`config.mk`:
```
export PLATFORM = sky130hd
export DESIGN_NAME = img_mem_arbiter
export DESIGN_NICKNAME = d
export VERILOG_FILES = /design/src/rtl/img_mem_pkg.sv /design/src/rtl/rr_arb2.sv /design/src/rtl/img_mem_arbiter.sv
export SDC_FILE = /design/constraint.sdc
export NUM_CORES = 1
export LEC_CHECK = 0
export CORE_ASPECT_RATIO = 1.4
export CORE_MARGIN = 4
export CORE_UTILIZATION = 41
export CTS_CLUSTER_DIAMETER = 200
export DETAILED_ROUTE_END_ITERATION = 10
export PLACE_DENSITY = 0.8
export SLEW_MARGIN = 5
export SYNTH_ARGS = -nofsm -noshare
export SYNTH_HDL_FRONTEND = slang
export SYNTH_SLANG_ARGS = --single-unit
export TNS_END_PERCENT = 20
```
`constraint.sdc`:
```
create_clock -name clk -period 2.5 [get_ports clk]
set_input_delay 0.5 -clock clk [delete_from_list [all_inputs] [get_ports clk]]
set_output_delay 0.5 -clock clk [all_outputs]
set_load 0.01 [all_outputs]
```
`src/rtl/img_mem_pkg.sv`:
```
// Shared definitions for image-memory clients: arbiter state encoding and
// default address/data widths of the DDR-style image memory.
package img_mem_pkg;

  localparam int IMG_ADDR_W = 19;
  localparam int IMG_DATA_W = 8;

  localparam logic [1:0] IDLE  = 2'd0;
  localparam logic [1:0] ISSUE = 2'd1;
  localparam logic [1:0] WAIT  = 2'd2;
  localparam logic [1:0] DONE  = 2'd3;

endpackage

```
`src/rtl/rr_arb2.sv`:
```
// Combinational two-way round-robin pick: on a tie the requester that was
// not served last wins, otherwise the single active requester wins.
module rr_arb2 (
  input  logic req0,
  input  logic req1,
  input  logic last_gnt,
  output logic valid,
  output logic winner
);

  assign valid  = req0 | req1;
  assign winner = (req0 & req1) ? ~last_gnt : req1;

endmodule

```
`src/rtl/img_mem_arbiter.sv`:
```
// Two-requester arbiter/sequencer for port A of the image memory: grants one
// request at a time, drives the memory, and waits on its ready handshake.
module img_mem_arbiter
  import img_mem_pkg::*;
#(
  parameter int          ADDR_W  = IMG_ADDR_W,
  parameter int          DATA_W  = IMG_DATA_W,
  parameter logic [7:0]  TIMEOUT = 8'd32
) (
  input  logic              clk,
  input  logic              rst,
  input  logic              req0,
  input  logic              req1,
  input  logic              we0,
  input  logic              we1,
  input  logic [ADDR_W-1:0] addr0,
  input  logic [ADDR_W-1:0] addr1,
  input  logic [DATA_W-1:0] wdata0,
  input  logic [DATA_W-1:0] wdata1,
  output logic              done0,
  output logic              done1,
  output logic              err0,
  output logic              err1,
  output logic [DATA_W-1:0] rdata0,
  output logic [DATA_W-1:0] rdata1,
  output logic [ADDR_W-1:0] mem_addr,
  output logic [DATA_W-1:0] mem_wdata,
  output logic              mem_we,
  input  logic [DATA_W-1:0] mem_q,
  input  logic              mem_ready_we,
  input  logic              mem_ready_re,
  output logic              busy
);

  logic [1:0] state;
  logic       gnt;
  logic       last_gnt;
  logic       cur_we;
  logic       err_flag;
  logic [7:0] wait_cnt;
  logic [7:0] wait_cnt_inc;
  logic       arb_valid;
  logic       arb_winner;
  logic       ready;

  rr_arb2 u_arb (
    .req0     (req0),
    .req1     (req1),
    .last_gnt (last_gnt),
    .valid    (arb_valid),
    .winner   (arb_winner)
  );

  // Only the ready line matching the current operation counts.
  assign ready        = cur_we ? mem_ready_we : mem_ready_re;
  assign wait_cnt_inc = wait_cnt + 8'd1;

  always_ff @(posedge clk) begin
    if (rst) begin
      state     <= IDLE;
      gnt       <= 1'b0;
      last_gnt  <= 1'b1;
      cur_we    <= 1'b0;
      err_flag  <= 1'b0;
      wait_cnt  <= 8'd0;
      mem_addr  <= '0;
      mem_wdata <= '0;
      rdata0    <= '0;
      rdata1    <= '0;
    end else begin
      case (state)
        IDLE: begin
          if (arb_valid) begin
            gnt       <= arb_winner;
            mem_addr  <= arb_winner ? addr1 : addr0;
            mem_wdata <= arb_winner ? wdata1 : wdata0;
            cur_we    <= arb_winner ? we1 : we0;
            err_flag  <= 1'b0;
            state     <= ISSUE;
          end
        end
        ISSUE: begin
          wait_cnt <= 8'd0;
          state    <= WAIT;
        end
        WAIT: begin
          // mem_addr is deliberately left untouched: the memory keys its
          // ready detection off a stable address.
          if (ready) begin
            if (!cur_we) begin
              if (gnt) rdata1 <= mem_q;
              else     rdata0 <= mem_q;
            end
            state <= DONE;
          end else if (wait_cnt_inc == TIMEOUT) begin
            err_flag <= 1'b1;
            state    <= DONE;
          end else begin
            wait_cnt <= wait_cnt_inc;
          end
        end
        DONE: begin
          last_gnt <= gnt;
          state    <= IDLE;
        end
        default: state <= IDLE;
      endcase
    end
  end

  assign mem_we = (state == ISSUE) & cur_we;
  assign busy   = (state != IDLE);
  assign done0  = (state == DONE) & ~gnt;
  assign done1  = (state == DONE) &  gnt;
  assign err0   = done0 & err_flag;
  assign err1   = done1 & err_flag;

endmodule
```
==> results.cfg, run 1 <==
[status]
run_status = completed

[drt]
wl_per_cell_um = 14.4
dr.pass1.iters = 4
viasPerCell = 5.14
vias = 2522
drc_errors = 0
drt_iter0_markers = 143
drt-total-wl_um = 7050
antenna_left = 0

[pwr]
seqPwrFrac = 0.359
pwr-share-comb = 0.398
power_mw = 3.45
cellPowerDensity_mw_per_mm2 = 848
cell_internal_pwr_mw = 2.29
power_switching_mw = 1.16
clkPwrFrac = 0.243
ir_worst_vdd_v = 0.000572
switching_share = 0.337
leakagePower_nw = 1.50

[floorplan]
rows = 34
core_mm2 = 0.00617
initial_core_util = 0.421
die_x_um = 75.3
dieArea_mm2 = 0.00769
io_pins = 119
die_h_um = 102

[synth]
syn_nets = 375
ys_warn_count = 0
syn_area_mm2 = 0.00260
synthCells = 299
yosys-top-cells-area = dfxtp_1, mux2i_1, a211oi_1
synth_top_area_share = 0.439
ys_seq_area_frac = 0.439
synth_cell_types = 39
synth_top_area_cell = dfxtp_1
ys_ff_latch = 57
avgSynthCellArea_um2 = 8.69

[global_routing]
grt_pass1_wl_um = 11100
grt-ovfl-total = 0
grt_max_degree = 47
grtUsageTotal = 0.189
grt_antenna_before_repair = 0
grt_pass1_vias = 2494

[critical_path]
worstPathRequired_ns = 2.00
cp.arrival_ns = 1.77
worstSetupStartpointType = flip-flop
critical_path_class = flip-flop to output port
critPathCaptureType = output port
path_max_fanout = 6

[cells_and_area]
layout_commonest_cell = clkdlybuf4s50_1
area_growth_syn_to_layout_pct = 56.3
fillCellCount = 488
diodes = 0
layout.nets = 490
drive_above_1_share = 0.0716
fin_area_mm2 = 0.00406
final_cell_mix = clkdlybuf4s50_1, dfxtp_1, nor2_1, nand2_1, mux2i_1

[clock_tree]
holdBufCountCts = 0
cts.path.max_buffers = 2
path_clk_slew_ns = 0.06
h-tree-depth = 3
clk_latency_ns = 0.33
cts_buffers = 9
cts_num_sinks = 57
cts-root-buf = clkbuf_8
post_cts_resized = 0
post-cts-setup-buffer-count = 0
cts_tree = built

[job]
drv_cap = 0

[sta]
fin_crit_sh = 0.909
period_minus_slack_ns = 2.27
fin_tns_setup_ns = 0
timing_worst_slew_pin_value_ns = 0.560
maxSlewViolCount = 0
relSlewSlack = 0.624
setup_viol = 0
max_freq_mhz = 440
skew_ns = 0.00667
hold_viol = 0
rsz0062_at_grt = no

[placement]
place_area_mm2 = 0.00387
io_buffers = 118
place_congestion = 0.791
dpl.hpwl_um = 5440

[min_path]
hp-class = flip-flop to flip-flop
registers in the layout, summed over array words and instances, names as in the netlist:
register   flops
cur_we         1
err_flag       1
gnt            1
last_gnt       1
mem_addr      19
mem_wdata      8
rdata0         8
rdata1         8
state          2
wait_cnt       8
synth_stat cells, drive strengths merged:
master  instances
mux2            1
clkbuf         10
a21oi          25
nand4b          1
a22oi           1
and2            5
and3b           1
buf             8
o21a            2
nand4           2
o31ai           1
a31oi           2
a211oi         28
or3             1
xnor2           1
nor2           41
nor3            3
o21ai           7
ha              6
inv             4
nor2b           2
or2             1
mux2i          29
or3b            1
a21boi          1
dfxtp          57
nand2          39
nand2b          3
and2b           1
o311a           1
nor4            1
and3            2
nor3b           1
nand3           8
a211o           1
a31o            1
path summary, 6_finish.rpt:
kind	end	depth (start not counted)	start	slack [ns]
worst max-delay path	busy	4	state[0]	0.23
worst min-delay path	rdata1[6]	2	rdata1[6]	0.45
worst max register to register	state[1]	7	wait_cnt[0]	0.51
worst min register to register	rdata1[6]	2	rdata1[6]	0.45
per-stage QoR:
step                cells   util  hold slack, ns  setup slack [ns]
floorplan             299      -           0.431             0.740
global placement      475  0.627           0.442             0.424
detailed placement    475  0.627           0.446             0.357
CTS                   491  0.658           0.455             0.196
global route          491  0.658           0.485            0.0831
finish                491  0.658           0.453             0.227
routing by layer:
layer  routed length (µm)  GRT usage
met2                 3780      0.342
met1                 2560      0.191
met3                  588     0.0719
met5                    0          0
met4                  121     0.0686
kinds of logic (layout without fill, tap and decap cells):
logic type | Yosys count | count (layout) | synth area share
adder cells (fa/ha/maj) | 6 | 6 | 0.0289
flip-flops | 57 | 57 | 0.439
AND/OR/NAND/NOR | 113 | 113 | 0.195
multiplexers | 30 | 30 | 0.116
AO/OA/AOI/OAI | 70 | 70 | 0.183
buffers and inverters | 22 | 142 | 0.0337
XOR/XNOR | 1 | 1 | 0.00337
critical path: stages (launching register included):
cell and delay (ns):
dfxtp_1 0.38, inv_1 0.08, ha_1 0.27, inv_1 0.14
clkdlybuf4s50_1 0.57
area by class of cell:
cell class / count / area (µm²) / share of cell area
well taps: 72 / 90.1 / 0.0222
multi-input cells: 220 / 1390 / 0.342
inverters: 4 / 15.0 / 0.00370
repair buffers: 122 / 1230 / 0.303
flip-flops and latches: 57 / 1140 / 0.281
clock inverters: 6 / 57.6 / 0.0142
clock buffers: 10 / 138 / 0.0339
power by group through the flow:
stage	sequential [mW]	clock (mW)	combinational, mW
4_1_cts	1.24	0.853	1.39
5_1_grt	1.26	0.891	1.52
6_report	1.24	0.837	1.37
3_5_place_dp	1.26	0	1.38
2_1_floorplan	1.32	0	0.642
3_3_place_gp	1.24	0	1.34
Note: power is estimated with default switching activity, not from simulation.
==> run 2: changes to the inputs <==
--- a/config.mk
+++ b/config.mk
@@ -7,10 +7,12 @@
 export LEC_CHECK = 0
 export CORE_ASPECT_RATIO = 1.4
 export CORE_MARGIN = 4
-export CORE_UTILIZATION = 41
+export CORE_UTILIZATION = 45
 export CTS_CLUSTER_DIAMETER = 200
 export DETAILED_ROUTE_END_ITERATION = 10
-export PLACE_DENSITY = 0.8
+export DONT_BUFFER_PORTS = 1
+export GPL_TIMING_DRIVEN = 0
+export PLACE_DENSITY = 0.61
 export SLEW_MARGIN = 5
 export SYNTH_ARGS = -nofsm -noshare
 export SYNTH_HDL_FRONTEND = slang
==> results.cfg, run 2 (synthesized netlist as in run 1, its figures left out) <==
[drt]
drt_iter0_markers = 98
antenna_left = 0
drt-total-wl_um = 5780
dr.pass1.iters = 4
wl_per_cell_um = 15.1
viasPerCell = 5.46
drc_errors = 0
vias = 2090

[clock_tree]
cts-root-buf = clkbuf_8
cts_tree = built
cts.path.max_buffers = 2
cts_num_sinks = 57
clk_latency_ns = 0.33
post-cts-setup-buffer-count = 0
path_clk_slew_ns = 0.07
post_cts_resized = 0
holdBufCountCts = 0
cts_buffers = 9
h-tree-depth = 3

[cells_and_area]
fin_util = 0.523
diodes = 0
layout_commonest_cell = dfxtp_1
final-seq-area_mm2 = 0.00114
top_register = mem_addr
fillCellCount = 544
drive_above_1_share = 0.0825
area_growth_syn_to_layout_pct = 12.1
largest_register_ffs = 19
layout.nets = 386
multi_input_area_mm2 = 0.00137
final_cell_mix = dfxtp_1, nor2_1, nand2_1, mux2i_1, a211oi_1

[floorplan]
dieArea_mm2 = 0.00707
die_h_um = 97.9
initial_core_util = 0.467
die_x_um = 72.2
rows = 32
io_pins = 119
core_mm2 = 0.00557

[placement]
io_buffers = 0
place_congestion = 0.803
post-place-ws_ns = 0.495
dpl.hpwl_um = 4460

[global_routing]
grtUsageTotal = 0.169
grt_pass1_wl_um = 9540
grt_antenna_before_repair = 0
grt_max_degree = 11
grt_pass1_vias = 2091
grt-ovfl-total = 0

[critical_path]
rrSetupSlack_ns = 0.51
critPathCaptureType = flip-flop
critical_path_class = flip-flop to flip-flop
cp.arrival_ns = 2.22
r2r-end = mem_addr[9]
rr_worst_depth = 8
r2r-start = state[0]
worstSetupStartpointType = flip-flop
worstPathRequired_ns = 2.74
path_max_fanout = 10

[sta]
period_minus_slack_ns = 1.99
rsz0062_at_grt = no
relSlewSlack = 0.642
hold_viol = 0
worst_slack_ns = 0.514
timing_worst_slew_pin_value_ns = 0.535
max_freq_mhz = 504
skew_ns = 0.00763
fin_crit_sh = 0.794
maxSlewViolCount = 0
fin_tns_setup_ns = 0
setup_viol = 0

[job]
drv_cap = 0

[pwr]
cellPowerDensity_mw_per_mm2 = 1070
power_mw = 3.10
ir_worst_vdd_v = 0.000545
leakagePower_nw = 1.07

[status]
run_status = completed

[min_path]
hold_depth = 2
hp-class = input port to flip-flop
min_from = mem_q[6]
hold_end = rdata1[6]
## run 2: changes by cell type in the layout (fill, tap and decap cells not counted), moves of 3 or more
cell | before | now
buf_1 | 0 | 4
clkdlybuf4s50_1 | 117 | 0
clkbuf_1 | 0 | 11
buf_2 | 1 | 4
clkinv_2 | 4 | 1
## run 2: layout make-up
| class | instances | area share |
|---|---|---|
| multi-input cells | 220 | 0.470 |
| flip-flops and latches | 57 | 0.392 |
| clock buffers | 12 | 0.0533 |
| well taps | 68 | 0.0292 |
| clock inverters | 4 | 0.0253 |
| plain buffers | 18 | 0.0249 |
| inverters | 4 | 0.00515 |
## run 2: metrics by stage
step	instance area, µm²	cells	hold WS (ns)
floorplan	2600	299	0.431
global placement	2680	367	0.451
detailed placement	2680	367	0.458
CTS	2910	383	0.280
global route	2910	383	0.283
finish	2910	383	0.299
## run 2: worst max-delay path: stages (launching register included)
cell      delay (ns)
dfxtp_1         0.34
inv_1           0.08
ha_1            0.28
inv_1           0.14
nor2_1          0.14
buf_2           0.24
buf_1           0.39
nor2_1          0.08
a211oi_1        0.22
## run 2: worst max-delay path by stage
stage	start	end	cells past startpoint	slack, ns
floorplan	wait_cnt[0]	wait_cnt[6]	7	0.74
global placement	state[0]	mem_addr[9]	8	0.54
detailed placement	state[0]	mem_addr[14]	8	0.50
CTS	state[0]	mem_addr[9]	8	0.48
global route	state[0]	mem_wdata[7]	8	0.27
finish	state[0]	mem_addr[9]	8	0.51
## run 2: metal layers
layer / part of all wire / up-vias / global-route usage / wire (µm)
met1: 0.38 / 940 / 0.180 / 2220
met3: 0.090 / 7 / 0.0618 / 520
met5: 0 / - / 0 / 0
met4: 0.013 / 0 / 0.0680 / 75
li1: - / 1070 / - / -
met2: 0.51 / 73 / 0.293 / 2970
## run 2: power breakdown
group	internal, mW	switching [mW]
clock	0.618	0.352
sequential	1.11	0.230
combinational	0.290	0.501
total	2.02	1.08
